===== config.mk =====
export PLATFORM = sky130hd
export DESIGN_NAME = collision_scanner
export DESIGN_NICKNAME = d
export VERILOG_FILES = /design/src/rtl/collision_scanner.sv
export SDC_FILE = /design/constraint.sdc
export NUM_CORES = 1
export LEC_CHECK = 0
export CORE_MARGIN = 2
export CORE_UTILIZATION = 53
export DETAILED_ROUTE_END_ITERATION = 12
export GPL_TIMING_DRIVEN = 0
export PLACE_DENSITY = 0.79
export SYNTH_ARGS = -nofsm -noshare
export SYNTH_HDL_FRONTEND = slang
export SYNTH_SLANG_ARGS = --single-unit

===== constraint.sdc =====
create_clock -name Clk -period 8.8 [get_ports Clk]
set_input_delay 0.88 -clock Clk [delete_from_list [all_inputs] [get_ports Clk]]
set_output_delay 0.88 -clock Clk [all_outputs]
set_load 0.1 [all_outputs]

===== src/rtl/collision_scanner.sv =====
// rtl/collision_scanner.sv - sequential eight-probe sprite/map collision scanner over a latency-ROM
module collision_scanner #(
    parameter int          NUM_PROBES  = 8,
    parameter int          ROM_LATENCY = 1,
    parameter int          SCALE_NUM   = 5,
    parameter int          SCALE_SHIFT = 4,
    parameter int          MAP_W       = 200,
    parameter int          PIX_W       = 640,
    parameter int          PIX_H       = 480,
    parameter int          PROBE_DX    = 8,
    parameter int          PROBE_DY    = 4,
    parameter logic [23:0] SOLID0      = 24'h716734,
    parameter logic [23:0] SOLID1      = 24'h5f582b
) (
    input  logic                  Clk,
    input  logic                  Reset,
    input  logic                  start,
    input  logic [9:0]            x,
    input  logic [9:0]            y,
    input  logic [6:0]            width,
    input  logic [6:0]            height,
    output logic [16:0]           rom_addr,
    input  logic [23:0]           rom_data,
    output logic [NUM_PROBES-1:0] collide_flags,
    output logic                  busy,
    output logic                  done
);

    typedef enum logic [1:0] {IDLE, ISSUE, WAIT, DONE} state_t;

    localparam logic [9:0]  DX       = 10'(PROBE_DX);
    localparam logic [9:0]  DY       = 10'(PROBE_DY);
    localparam logic [2:0]  LAST_IDX = 3'(NUM_PROBES - 1);
    localparam logic [15:0] LAT_LAST = 16'(ROM_LATENCY - 1);

    state_t                state, state_next;
    logic [9:0]            x_r, y_r, hw_r, hh_r;
    logic [2:0]            idx;
    logic [15:0]           wcnt;
    logic                  oor_r;
    logic [NUM_PROBES-1:0] shadow, shadow_upd;

    logic [9:0]  bx, by, bhw, bhh, px, py;
    logic [2:0]  bidx;
    logic [16:0] mx, my, addr_next;
    logic        oor_next, hit, wait_last, probe_last;

    assign wait_last  = (wcnt == LAT_LAST);
    assign probe_last = (idx == LAST_IDX);
    assign busy       = (state != IDLE);
    assign done       = (state == DONE);
    assign hit        = oor_r || (rom_data == SOLID0) || (rom_data == SOLID1);

    always_ff @(posedge Clk) begin
        if (Reset) state <= IDLE;
        else       state <= state_next;
    end

    always_comb begin
        state_next = state;
        case (state)
            IDLE:    if (start) state_next = ISSUE;
            ISSUE:   state_next = WAIT;
            WAIT:    if (wait_last) state_next = probe_last ? DONE : ISSUE;
            DONE:    state_next = IDLE;
            default: state_next = IDLE;
        endcase
    end

    // The address for the probe about to be issued: straight from the ports when
    // accepting a start, otherwise from the latched geometry for the next probe.
    always_comb begin
        if (state == IDLE) begin
            bx   = x;
            by   = y;
            bhw  = {4'd0, width[6:1]};
            bhh  = {4'd0, height[6:1]};
            bidx = 3'd0;
        end else begin
            bx   = x_r;
            by   = y_r;
            bhw  = hw_r;
            bhh  = hh_r;
            bidx = idx + 3'd1;
        end
        case (bidx)
            3'd0:    begin px = bx;       py = by - bhh;      end
            3'd1:    begin px = bx;       py = by + bhh;      end
            3'd2:    begin px = bx - bhw; py = by;            end
            3'd3:    begin px = bx + bhw; py = by;            end
            3'd4:    begin px = bx - DX;  py = by + bhh - DY; end
            3'd5:    begin px = bx + DX;  py = by + bhh - DY; end
            3'd6:    begin px = bx - DX;  py = by - bhh + DY; end
            default: begin px = bx + DX;  py = by - bhh + DY; end
        endcase
        mx        = ({7'd0, px} * 17'(SCALE_NUM)) >> SCALE_SHIFT;
        my        = ({7'd0, py} * 17'(SCALE_NUM)) >> SCALE_SHIFT;
        addr_next = mx + my * 17'(MAP_W);
        oor_next  = ({1'b0, px} >= 11'(PIX_W)) || ({1'b0, py} >= 11'(PIX_H));
    end

    always_comb begin
        shadow_upd = shadow;
        for (int i = 0; i < NUM_PROBES; i++) begin
            if (3'(i) == idx) shadow_upd[i] = hit;
        end
    end

    // Flags load on the edge into DONE so they are already valid while done is high.
    always_ff @(posedge Clk) begin
        if (Reset) begin
            x_r           <= '0;
            y_r           <= '0;
            hw_r          <= '0;
            hh_r          <= '0;
            idx           <= '0;
            wcnt          <= '0;
            oor_r         <= 1'b0;
            shadow        <= '0;
            collide_flags <= '0;
            rom_addr      <= '0;
        end else begin
            case (state)
                IDLE: begin
                    if (start) begin
                        x_r      <= x;
                        y_r      <= y;
                        hw_r     <= {4'd0, width[6:1]};
                        hh_r     <= {4'd0, height[6:1]};
                        idx      <= 3'd0;
                        wcnt     <= '0;
                        shadow   <= '0;
                        rom_addr <= addr_next;
                        oor_r    <= oor_next;
                    end
                end
                ISSUE: wcnt <= '0;
                WAIT: begin
                    if (wait_last) begin
                        shadow <= shadow_upd;
                        if (probe_last) begin
                            collide_flags <= shadow_upd;
                        end else begin
                            idx      <= idx + 3'd1;
                            rom_addr <= addr_next;
                            oor_r    <= oor_next;
                        end
                    end else begin
                        wcnt <= wcnt + 16'd1;
                    end
                end
                DONE:    idx <= 3'd0;
                default: idx <= 3'd0;
            endcase
        end
    end

endmodule


==> results.tsv <==
stage	metric	value	unit
run_status	run status	finished, final reports clean	
setup_path	crit path max fanout	19	
setup_path	crit start category	flip-flop	
cells_and_area	n_diodes	0	
yosys	ys async rst share	0	%
timing	Rel. slew slack	32.1	%
place	DP Area	9230	um2
setup_path	CP max stage delay	0.52	ns
job	Max Cap Viol	0	
timing	shortest period the worst path allows	8.38	ns
place	global placer's final weighted congestion	0.982	
detailed_routing	Total Wirelength	21.3	mm
timing	Final Hold Fails	0	
floorplan	Initial Util	54.0	%
place	dpl ws	-1.42	ns
floorplan	core area	15100	um2
timing	Final Worst Setup Slack	0.419	ns
cells_and_area	share of layout cells above drive strength 1	7.49	%
cells_and_area	Final Instance Area	9690	um2
setup_path	FF-to-FF End	rom_addr[13]	
timing	Post-Route Setup TNS	0	ns
detailed_routing	DRC	0	
clock_tree	CTS tree	yes	
detailed_routing	average routed wire per standard cell	16.1	um
yosys	yosys warns	0	
min_path	WHS Path Cells	2	
yosys	sequential cell area fraction in the yosys report	21.1	%
yosys	Avg Inst Size Synth	7.86	um2
yosys	Main synth FF type	dfxtp_1	
cells_and_area	Layout area overhead	18.8	%
min_path	HP Class	reg -> reg	
timing	worst-margin pin slew	1.02	ns
clock_tree	Clock Latency Late Sink	0.35	ns
floorplan	die area	16400	um2
cells_and_area	FILL cells	1290	
timing	Setup violations, final	0	
setup_path	setup slack, reg-to-reg	0.42	ns
timing	Worst Skew	0.00681	ns
setup_path	crit path DAT	8.64	ns
detailed_routing	DR iter-0 viols	605	
cells_and_area	final net count	1308	
timing	WHS	0.452	ns
setup_path	slowest cell on the critical path	fa_1	
setup_path	cell mode on critical path	ha_1	
clock_tree	Clock Tree Root	clkbuf_16	
clock_tree	clk sinks	86	
yosys	post-synth top area share	21.1	%
global_route	grt ovf	0	
min_path	hold path startpoint	rom_addr[9]	
cells_and_area	multi-input logic area	6130	um2
yosys	post-synthesis mux area share	5.37	%
yosys	adder-cell share of the synthesized area	18.8	%
detailed_routing	First-pass DRT Iterations	5	
yosys	cell count after synthesis	1037	
setup_path	Worst Path Buf+Inv	5	
global_route	Tot GR Track Use	25.7	%
yosys	Compound-Gate Fraction of Synth Area	21.1	%
setup_path	crit path kind	reg -> reg	
setup_path	reg-to-reg startpoint	state[1]	
setup_path	Critical Path End Type	flip-flop	
clock_tree	H-tree lvl count	3	
place	port buffer count	84	
yosys	Synth Net Count	1214	
floorplan	# rows	45	
yosys	Synth cell types	83	
clock_tree	Worst-path clk slew	0.06	ns
floorplan	die width	128	um
yosys	Synth Area in Simple Gates	20.4	%
yosys	synthesized flop and latch total	86	
setup_path	CP Depth	33	
global_route	largest net degree at the start of global routing	29	
place	dpl hpwl	16.7	mm
global_route	vias in the first global route	7149	
setup_path	Worst EP required	9.05	ns
detailed_routing	Detail Route Antenna Nets	0	
setup_path	FF-to-FF path depth	33	
min_path	Hold EP	rom_addr[9]	
cells_and_area	Seq. cell area	1720	um2
yosys	XOR/XNOR Fraction of Synth Area	8.06	%
global_route	global-route wire length before repair	34.5	mm
yosys	Synth top cells by count	nand2_1, ha_1, a21oi_1	
timing	Fmax	119	MHz
yosys	Post-synth EDFFs	0	
floorplan	Die Y	128	um
floorplan	I/O pin count	88	
global_route	initial antenna violation count	0	
detailed_routing	Via density	5.94	
clock_tree	Longest Clk Path Bufs	2	
detailed_routing	vias	7855	
timing	fin. max-slew vios	0	
yosys	leading cell type by number of instances after synthesis	nand2_1	
yosys	Netlist Area Pre-Place	8150	um2
yosys	Synth area leaders	dfxtp_1, ha_1, a21oi_1	
yosys	Yosys top cell by area	dfxtp_1	
clock_tree	Num CTS Buffers	9	
timing	Tcrit/Tclk final	95.2	%
yosys	largest family of logic cells by synthesized area	compound AO/OA/AOI/OAI gates	
setup_path	Top Family by Delay on Critical Path	adder cells	
## routing by layer
layer | vias to the layer above | global-route usage, % | share of wire (%)
met5 | - | 0 | 0
met4 | 0 | 7.89 | 2.3
met3 | 39 | 3.09 | 5.0
met2 | 243 | 44.2 | 49
met1 | 3700 | 33.8 | 44
li1 | 3873 | - | -
## repair_timing
action,CTS,global route
hold buffers,0,0
pin swaps,0,2
endpoints found under the setup margin,9,5
buffers inserted,0,1
gates resized for setup,12,21
cloned,0,1
## state kept, by name, indices dropped and copies added, names as in the netlist
signal,cells
collide_flags,8
hh_r,6
hw_r,6
idx,3
oor_r,1
rom_addr,17
shadow,7
state,2
wcnt,16
x_r,10
y_r,10
## metrics by stage
step / std cells / utilization, %
final: 1323 / 64.2
after global routing: 1323 / 64.2
after CTS: 1322 / 63.3
after detailed placement: 1309 / 61.2
after global placement: 1309 / 61.2
after floorplan: 1037 / -
## worst min-delay path, stage by stage, from the launching register on
cell and delay (ns):
dfxtp_1 0.31, nand2_1 0.05, a21oi_1 0.05
## cell usage in the layout, fill, tap and decap left out, types with 32 or more instances in the layout
| cell | n |
|---|---|
| a21oi_1 | 95 |
| clkdlybuf4s50_1 | 84 |
| dfxtp_1 | 86 |
| ha_1 | 103 |
| inv_1 | 59 |
| nand2_1 | 128 |
| nor2_1 | 93 |
| o21ai_0 | 35 |
| xnor2_1 | 38 |
| xor2_1 | 32 |
## worst max path at each step
| stage | startpoint | endpoint | slack [ns] |
|---|---|---|---|
| after floorplan | state[0] | rom_addr[13] | 0.11 |
| after global placement | state[0] | rom_addr[16] | -1.33 |
| after detailed placement | state[1] | rom_addr[16] | -1.42 |
| after CTS | state[1] | rom_addr[16] | 0.02 |
| after global routing | state[1] | rom_addr[16] | -0.02 |
| final | state[1] | rom_addr[13] | 0.42 |
## layout make-up
| class | instances | area share (%) |
|---|---|---|
| Sequential cell | 86 | 17.8 |
| Buffer | 39 | 2.04 |
| Multi-Input combinational cell | 846 | 63.3 |
| Tap cell | 188 | 2.43 |
| Timing Repair Buffer | 86 | 9.02 |
| Clock inverter | 3 | 0.465 |
| Clock buffer | 12 | 2.54 |
| Inverter | 63 | 2.44 |
## cells by family (layout without fill, tap and decap cells)
family          after synthesis  in the layout
mux                          41             41
buf+inv                     105            203
simple gates                351            351
compound gates              263            263
fa+ha+maj                   116            116
xor+xnor                     75             75
flops                        86             86
Power is left out: the tool's default activity adds up to more than one toggle a clock period on the data nets, which glitch-free logic cannot reach.
